==> src/rtl/lsu_pkg.sv <==
// Shared encodings for the load/store unit: access sizes, FSM states,
// default memory read latency and the alignment legality check.
package lsu_pkg;

  localparam logic [1:0] SZ_BYTE = 2'b00;
  localparam logic [1:0] SZ_HALF = 2'b01;
  localparam logic [1:0] SZ_WORD = 2'b10;

  localparam int MEM_LAT_DEFAULT = 1;

  typedef enum logic [1:0] {
    ST_IDLE = 2'b00,
    ST_RD   = 2'b01,
    ST_WR   = 2'b10,
    ST_RESP = 2'b11
  } lsu_state_e;

  // An access is legal when its size is defined and its byte address is
  // naturally aligned to that size.
  function automatic logic is_legal(input logic [1:0] size, input logic [1:0] addr_lo);
    logic ok;
    case (size)
      SZ_BYTE: ok = 1'b1;
      SZ_HALF: ok = ~addr_lo[0];
      SZ_WORD: ok = (addr_lo == 2'b00);
      default: ok = 1'b0;
    endcase
    return ok;
  endfunction

endpackage

==> src/rtl/lsu_align.sv <==
// Combinational lane logic: extracts and extends the addressed byte/half of a
// memory word for loads, and merges store data into the addressed lane(s) of
// a memory word for read-modify-write stores. Little-endian lanes.
module lsu_align
  import lsu_pkg::*;
(
  input  logic [1:0]  size,
  input  logic [1:0]  addr_lo,
  input  logic        is_unsigned,
  input  logic [31:0] read_word,
  input  logic [31:0] store_data,
  output logic [31:0] load_data,
  output logic [31:0] store_word
);

  logic [7:0]  lane_b;
  logic [15:0] lane_h;

  // Load path: pick the addressed lane and sign- or zero-extend it.
  always_comb begin
    lane_b    = read_word[{addr_lo, 3'b000} +: 8];
    lane_h    = addr_lo[1] ? read_word[31:16] : read_word[15:0];
    load_data = read_word;
    case (size)
      SZ_BYTE: load_data = is_unsigned ? {24'h0, lane_b} : {{24{lane_b[7]}}, lane_b};
      SZ_HALF: load_data = is_unsigned ? {16'h0, lane_h} : {{16{lane_h[15]}}, lane_h};
      default: load_data = read_word;
    endcase
  end

  // Store path: replace only the addressed lane(s); a word store takes the data whole.
  always_comb begin
    store_word = read_word;
    case (size)
      SZ_BYTE: store_word[{addr_lo, 3'b000} +: 8] = store_data[7:0];
      SZ_HALF: begin
        if (addr_lo[1]) store_word[31:16] = store_data[15:0];
        else            store_word[15:0]  = store_data[15:0];
      end
      default: store_word = store_data;
    endcase
  end

endmodule

==> src/rtl/load_store_unit.sv <==
// Load/store unit: accepts one request from the MEM stage, runs it against a
// word-wide data memory (read, write or read-modify-write), and returns one
// response pulse. Every output is a flop; the FSM is exposed on state_o.
//
// Request handshake: a request transfers on a rising edge where req_valid_i
// and req_ready_o are both 1. req_ready_o is 1 only in IDLE; while the unit is
// busy the producer holds its request and req_valid_i is ignored. The
// response is a single-cycle resp_valid_o pulse with no backpressure; the next
// request can be accepted in the cycle after the response.
module load_store_unit
  import lsu_pkg::*;
#(
  parameter int MEM_LAT = MEM_LAT_DEFAULT,
  parameter int AW      = 32
) (
  input  logic          clk_i,
  input  logic          rst_i,
  input  logic          req_valid_i,
  output logic          req_ready_o,
  input  logic          req_we_i,
  input  logic [1:0]    req_size_i,
  input  logic          req_unsigned_i,
  input  logic [AW-1:0] req_addr_i,
  input  logic [31:0]   req_wdata_i,
  output logic          resp_valid_o,
  output logic [31:0]   resp_rdata_o,
  output logic          resp_err_o,
  output logic [AW-1:0] address_o,
  output logic          Memory_read_o,
  output logic          Memory_write_o,
  output logic [31:0]   write_data_o,
  input  logic [31:0]   read_data_i,
  output logic [1:0]    state_o
);

  localparam int CW = (MEM_LAT > 1) ? $clog2(MEM_LAT) : 1;

  lsu_state_e state_q, state_d;
  logic [CW-1:0] cnt_q, cnt_d;

  // Request fields captured at accept; the upper address bits live in address_o.
  logic        we_q;
  logic [1:0]  size_q;
  logic        uns_q;
  logic [1:0]  addr_lo_q;
  logic [31:0] wdata_q;
  logic        latch;

  // Output registers and their next values.
  logic          ready_q, ready_d;
  logic          rd_q, rd_d;
  logic          wr_q, wr_d;
  logic          resp_v_q, resp_v_d;
  logic          err_q, err_d;
  logic [31:0]   rdata_q, rdata_d;
  logic [AW-1:0] addr_q, addr_d;
  logic [31:0]   wdo_q, wdo_d;

  logic [31:0] load_data;
  logic [31:0] store_word;
  logic        accept;

  assign accept = req_valid_i & ready_q;

  // Lane logic works on the captured request and the live memory read data,
  // which is only consumed on the final RD edge.
  lsu_align u_align (
    .size        (size_q),
    .addr_lo     (addr_lo_q),
    .is_unsigned (uns_q),
    .read_word   (read_data_i),
    .store_data  (wdata_q),
    .load_data   (load_data),
    .store_word  (store_word)
  );

  // Next state and next output values; outputs are decided one cycle ahead so
  // each lands in a flop.
  always_comb begin
    state_d  = state_q;
    cnt_d    = cnt_q;
    latch    = 1'b0;
    ready_d  = 1'b0;
    rd_d     = 1'b0;
    wr_d     = 1'b0;
    resp_v_d = 1'b0;
    err_d    = 1'b0;
    rdata_d  = 32'h0;
    addr_d   = addr_q;
    wdo_d    = wdo_q;
    case (state_q)
      ST_IDLE: begin
        ready_d = 1'b1;
        if (accept) begin
          latch   = 1'b1;
          ready_d = 1'b0;
          if (!is_legal(req_size_i, req_addr_i[1:0])) begin
            state_d  = ST_RESP;
            resp_v_d = 1'b1;
            err_d    = 1'b1;
          end else begin
            addr_d = {req_addr_i[AW-1:2], 2'b00};
            if (req_we_i && (req_size_i == SZ_WORD)) begin
              state_d = ST_WR;
              wr_d    = 1'b1;
              wdo_d   = req_wdata_i;
            end else begin
              state_d = ST_RD;
              rd_d    = 1'b1;
              cnt_d   = CW'(MEM_LAT - 1);
            end
          end
        end
      end
      ST_RD: begin
        if (cnt_q == '0) begin
          if (we_q) begin
            state_d = ST_WR;
            wr_d    = 1'b1;
            wdo_d   = store_word;
          end else begin
            state_d  = ST_RESP;
            resp_v_d = 1'b1;
            rdata_d  = load_data;
          end
        end else begin
          cnt_d = cnt_q - CW'(1);
          rd_d  = 1'b1;
        end
      end
      ST_WR: begin
        state_d  = ST_RESP;
        resp_v_d = 1'b1;
      end
      ST_RESP: begin
        state_d = ST_IDLE;
        ready_d = 1'b1;
      end
      default: begin
        state_d = ST_IDLE;
        ready_d = 1'b1;
      end
    endcase
  end

  // State, counter and output registers; reset aborts any access in flight.
  always_ff @(posedge clk_i or negedge rst_i) begin
    if (!rst_i) begin
      state_q  <= ST_IDLE;
      cnt_q    <= '0;
      ready_q  <= 1'b1;
      rd_q     <= 1'b0;
      wr_q     <= 1'b0;
      resp_v_q <= 1'b0;
      err_q    <= 1'b0;
      rdata_q  <= 32'h0;
      addr_q   <= '0;
      wdo_q    <= 32'h0;
    end else begin
      state_q  <= state_d;
      cnt_q    <= cnt_d;
      ready_q  <= ready_d;
      rd_q     <= rd_d;
      wr_q     <= wr_d;
      resp_v_q <= resp_v_d;
      err_q    <= err_d;
      rdata_q  <= rdata_d;
      addr_q   <= addr_d;
      wdo_q    <= wdo_d;
    end
  end

  // Capture the request fields on accept and hold them for the whole access.
  always_ff @(posedge clk_i or negedge rst_i) begin
    if (!rst_i) begin
      we_q      <= 1'b0;
      size_q    <= SZ_BYTE;
      uns_q     <= 1'b0;
      addr_lo_q <= 2'b00;
      wdata_q   <= 32'h0;
    end else if (latch) begin
      we_q      <= req_we_i;
      size_q    <= req_size_i;
      uns_q     <= req_unsigned_i;
      addr_lo_q <= req_addr_i[1:0];
      wdata_q   <= req_wdata_i;
    end
  end

  assign req_ready_o    = ready_q;
  assign resp_valid_o   = resp_v_q;
  assign resp_err_o     = err_q;
  assign resp_rdata_o   = rdata_q;
  assign address_o      = addr_q;
  assign Memory_read_o  = rd_q;
  assign Memory_write_o = wr_q;
  assign write_data_o   = wdo_q;
  assign state_o        = state_q;

endmodule

==> config.mk <==
export PLATFORM = sky130hd
export DESIGN_NAME = load_store_unit
export DESIGN_NICKNAME = d
export VERILOG_FILES = /design/src/rtl/lsu_pkg.sv /design/src/rtl/lsu_align.sv /design/src/rtl/load_store_unit.sv
export SDC_FILE = /design/constraint.sdc
export NUM_CORES = 1
export LEC_CHECK = 0
export CAP_MARGIN = 5
export CORE_ASPECT_RATIO = 1.5
export CORE_UTILIZATION = 34
export CTS_CLUSTER_DIAMETER = 200
export DETAILED_ROUTE_END_ITERATION = 7
export PLACE_DENSITY = 0.64
export SETUP_SLACK_MARGIN = 0.3
export SLEW_MARGIN = 20
export SYNTH_ARGS = -nofsm -noshare
export SYNTH_HDL_FRONTEND = slang
export SYNTH_SLANG_ARGS = --single-unit
==> constraint.sdc <==
create_clock -name clk_i -period 2.25 [get_ports clk_i]
set_input_delay 0.225 -clock clk_i [delete_from_list [all_inputs] [get_ports clk_i]]
set_output_delay 0.225 -clock clk_i [all_outputs]
set_load 0.02 [all_outputs]
==> results list <==
- Run status: finished clean
* Sequence of cells on the critical path: inv_6, ha_4, nor4b_1, o31a_1, a221o_1, mux2_4
- Capturing point of the worst reg2reg path: write_data_o[2]$_DFFE_PN0P_
* Static Leakage: 4.61 nW
- After synthesis, the largest area contributor takes up 49.3% of total cell area.
* Top achievable clock speed: 516 MHz
* Largest area contributor in the netlist: sky130_fd_sc_hd__dfrtp_1
- Final hold analysis gives a worst-case slack of 0.329 ns.
- In this run the worst setup path terminates at write_data_o[2]$_DFFE_PN0P_.
- Final weighted congestion in routability-driven placement: approximately 0.9
* Area fraction in compound gates after synthesis: 17.8%
* Source-to-sink clock delay at the later pin of the worst-skew pair: 0.43 ns
- Summed over all nets, the half-perimeter wirelength after detailed placement is 16.7 mm.
* Hold Crit Class: in2async
* CTS Root Buffer Type: sky130_fd_sc_hd__clkbuf_16
* Critical path's largest stage delay: about 0.43 ns
- The final number of max-transition violations was 0.
* Largest family of logic cells by synthesized area: compound AO/OA/AOI/OAI gates
- The startpoint identified for the worst register-to-register timing path is addr_lo_q[0]$_DFFE_PN0P_.
- For the pin with the worst max-slew slack, the measured transition is 0.616 ns.
- Critical Path Slowest Stage Cell: sky130_fd_sc_hd__dfrtp_1
- From synthesis to final layout, the design area changed by 51.5%.
* Residual DRC: 0
* Number of instances in the synthesized netlist: 672
- Counting the buffers created by CTS gives 17.
- In this run the tightest slew margin relative to its limit is 58.9%.
- EDFF count, synth: 0
- Wire per inst: 19.7 um
- Number of buffers added on ports: 203
* Most numerous cell in the Yosys netlist: sky130_fd_sc_hd__dfrtp_1
- Setup violations remaining at the end of the flow were counted as 0.
* Gate family responsible for the most delay along the worst path: compound AO/OA/AOI/OAI gates
- CP Launch Point: addr_lo_q[0]$_DFFE_PN0P_
- In the synthesized netlist, mux cells make up 12.2% of the area.
- Number of global-route vias before repair: 6356
- FF-to-FF path depth: 6
* Global-route congestion overflow total: 0
- Share of final-layout standard cells stronger than drive strength 1: a little under a quarter
- Sum of negative setup slack: 0 ns
* Total Routed Length: 23.3 mm
- In the finished design, the share of the clock period the worst path needs comes to 86.2%.
* Antenna-violating nets left: 0
- Cell area after synthesis: 7000 um2
* Initial antenna violation count: 0
- Min cycle time layout: around 1.9 ns
- For this design the ratio of total power to cell area is ~1500 nW/um2.
* Cell types with the highest counts after synthesis: sky130_fd_sc_hd__dfrtp_1 (138), sky130_fd_sc_hd__nand2_1 (113), sky130_fd_sc_hd__mux2_2 (55), sky130_fd_sc_hd__o21ai_0 (54), sky130_fd_sc_hd__nor2_1 (27)
- The die is 119 um wide.
* Vert. Die Dim: roughly 180 um
- In the final layout, the multi-input gates occupy 3330 um2.
* Floorplan row count: 63
- The number of buffers and inverters on the critical path is 1.
- After Yosys synthesis, XOR and XNOR cells account for 0% of the synthesized area.
- Overall track demand over capacity in global routing: 22.1%
- Dividing the detail-routed via count by the number of cells gives 5.34.
- The floorplan step defined a core boundary enclosing 19900 um2.
- Maximum number of pins on one net before global-route repair: 58
- The initial utilization of the core area, before any placement, comes to 35.1%.
- Number of clock sinks: 139
* Maximum vdd drop: 0.000738 V
- For the final database, setup skew stands at approximately 0.0074 ns.
- After the first detailed-routing iteration, the DRC count stood at 454.
- Setup repair after global routing could not meet its margin everywhere.
* Post-synth ARST share: 100%
- The critical path runs through a total of 6 cells.
- Across all register-to-register paths, the minimum setup slack is between 0.3 and 0.4 ns.
- Measured on the finished design, the core utilization comes to a little over half.
- During I/O placement, the number of pins put on the boundary was 206.
- The clock tree synthesis step divided the H-tree into 4 levels.
- The first global-routing pass estimated 35.1 mm of wire.
* Total of fill cells in the finished design: between 1.5k and 2k
- By area the synthesized netlist is led by sky130_fd_sc_hd__dfrtp_1 (49%), sky130_fd_sc_hd__mux2_2 (8.8%), sky130_fd_sc_hd__nand2_1 (6.1%).
* Clock transition at path regs: 0.06 ns
* Most used flip-flop cell after synthesis: sky130_fd_sc_hd__dfrtp_1
- Crit path required time: between 2 and 3 ns
* Number of max-cap violations: 0
* Die Area: 21200 um2
- Clock tree from TritonCTS: yes
- Kind of start point of the critical path: flip-flop
- Across the whole layout, storage elements account for 3480 um2.
- Cell variety after synth: 62
- Ys Warns: 0
- Pre-Repair DR Iteration Count: 6
* CP endpoint kind: flip-flop
- Each instance of the synthesized netlist takes up on average 10.4 um2.
- Buffers from clock root to sink, at most: 2
- After synthesis the netlist holds a flip-flop and latch count of 139.
* # nets final: 1022
- Final Hold Fails: 0
- The number of antenna diodes in the final layout is 0.
- Critical path class: reg2reg
* Area share of and/or/nand/nor cells after synthesis: 13.6%
- Sequential cells were found to cover around 50% of the synthesized design area.
* Arithmetic-cell share of the synthesized area counting full adders, half adders and majority gates: 1.61%
- For the worst setup path, the data arrival time is about 2.3 ns.
* Maximum fanout count along the critical path: 8
- For this block, the via count after detailed routing is 6318.
## final cells by class
type | count | share of cell area, %
Clock buffer | 19 | 4.27
Clock inverter | 13 | 1.79
Inverter | 27 | 1.07
Multi-Input combinational cell | 459 | 31.4
Sequential cell | 139 | 32.9
Tap cell | 260 | 3.07
Timing Repair Buffer | 266 | 25.6
## report_power, final
group	switching [mW]	total [mW]	leakage (nW)	internal, mW
clock	1.12	3.04	0.302	1.92
sequential	0.779	4.41	1.75	3.63
combinational	4.28	8.54	2.55	4.25
total	6.18	16.0	4.61	9.81
## routing by layer
layer  vias to the layer above  part of all wire, %  track usage [%]
met3                        70                  6.3             4.79
met5                         -                    0                0
met1                      3061                   38             25.2
met2                       306                   51             37.8
li1                       2881                    -                -
met4                         0                  5.2             13.1
## registers in the layout, summed over array words and instances (netlist names)
| register | cells |
|---|---|
| resp_rdata_o | 32 |
| uns_q | 1 |
| resp_valid_o | 1 |
| write_data_o | 32 |
| req_ready_o | 1 |
| we_q | 1 |
| wdata_q | 32 |
| Memory_read_o | 1 |
| address_o | 30 |
| size_q | 2 |
| resp_err_o | 1 |
| Memory_write_o | 1 |
| state_o | 2 |
| addr_lo_q | 2 |
## layout by cell type (no fill, tap or decap), types with 3 or more instances in the layout
cell,instances
sky130_fd_sc_hd__ha_1,5
sky130_fd_sc_hd__clkinvlp_4,4
sky130_fd_sc_hd__clkdlybuf4s50_1,202
sky130_fd_sc_hd__mux4_2,6
sky130_fd_sc_hd__o31a_1,3
sky130_fd_sc_hd__nand3_1,13
sky130_fd_sc_hd__mux2_4,5
sky130_fd_sc_hd__buf_12,7
sky130_fd_sc_hd__a21oi_1,10
sky130_fd_sc_hd__nand2b_1,6
sky130_fd_sc_hd__nand2_1,113
sky130_fd_sc_hd__a31oi_1,15
sky130_fd_sc_hd__nor3_1,4
sky130_fd_sc_hd__a221oi_1,8
sky130_fd_sc_hd__o32ai_1,3
sky130_fd_sc_hd__o311a_1,5
sky130_fd_sc_hd__a21bo_2,7
sky130_fd_sc_hd__a221o_1,8
sky130_fd_sc_hd__bufinv_16,4
sky130_fd_sc_hd__inv_1,23
sky130_fd_sc_hd__a21o_2,14
sky130_fd_sc_hd__inv_6,3
sky130_fd_sc_hd__nand4_1,8
sky130_fd_sc_hd__nor4b_1,3
sky130_fd_sc_hd__clkinv_4,3
sky130_fd_sc_hd__clkbuf_16,20
sky130_fd_sc_hd__a211oi_1,7
sky130_fd_sc_hd__nor2b_1,10
sky130_fd_sc_hd__a21oi_2,3
sky130_fd_sc_hd__buf_6,7
sky130_fd_sc_hd__ha_4,3
sky130_fd_sc_hd__dfrtp_1,134
sky130_fd_sc_hd__o21ai_0,54
sky130_fd_sc_hd__o22ai_1,14
sky130_fd_sc_hd__buf_4,44
sky130_fd_sc_hd__o2111a_1,5
sky130_fd_sc_hd__dfrtp_2,4
sky130_fd_sc_hd__mux2_2,51
sky130_fd_sc_hd__nor2_1,26
sky130_fd_sc_hd__mux2i_1,6
## repair_timing
item | CTS | global route
buffers inserted | 12 | 6
gates resized for setup | 18 | 20
hold buffers | 1 | 0
hold endpoints to repair | 54 | 0
pin swaps | 4 | 6
endpoints found under the setup margin | 50 | 48
gates cloned | 2 | 3
## through the flow
stage / instances / setup WS, ns / cell area [um2] / total power [mW]
detailed placement: 1127 / 0.109 / 9510 / 12.1
global route: 1183 / 0.253 / 10600 / 16.9
CTS: 1174 / 0.271 / 10400 / 15.6
finish: 1183 / 0.310 / 10600 / 16.0
floorplan: 673 / 0.130 / 7060 / 8.89
global placement: 1127 / 0.161 / 9510 / 12.0
## cells by family after synthesis
group,Yosys count
buf+inv,75
compound gates,174
simple gates,204
fa+ha+maj,9
other cells,1
flops,139
mux,70
## worst min path at each step
stage | endpoint | slack (ns)
floorplan | Memory_read_o$_DFF_PN0_ | -0.07
global placement | resp_valid_o$_DFF_PN0_ | 0.24
detailed placement | resp_valid_o$_DFF_PN0_ | 0.24
CTS | wdata_q[3]$_DFFE_PN0P_ | 0.34
global route | wdata_q[3]$_DFFE_PN0P_ | 0.36
finish | resp_valid_o$_DFF_PN0_ | 0.33
No activity file was read; power rests on OpenSTA's default activity.
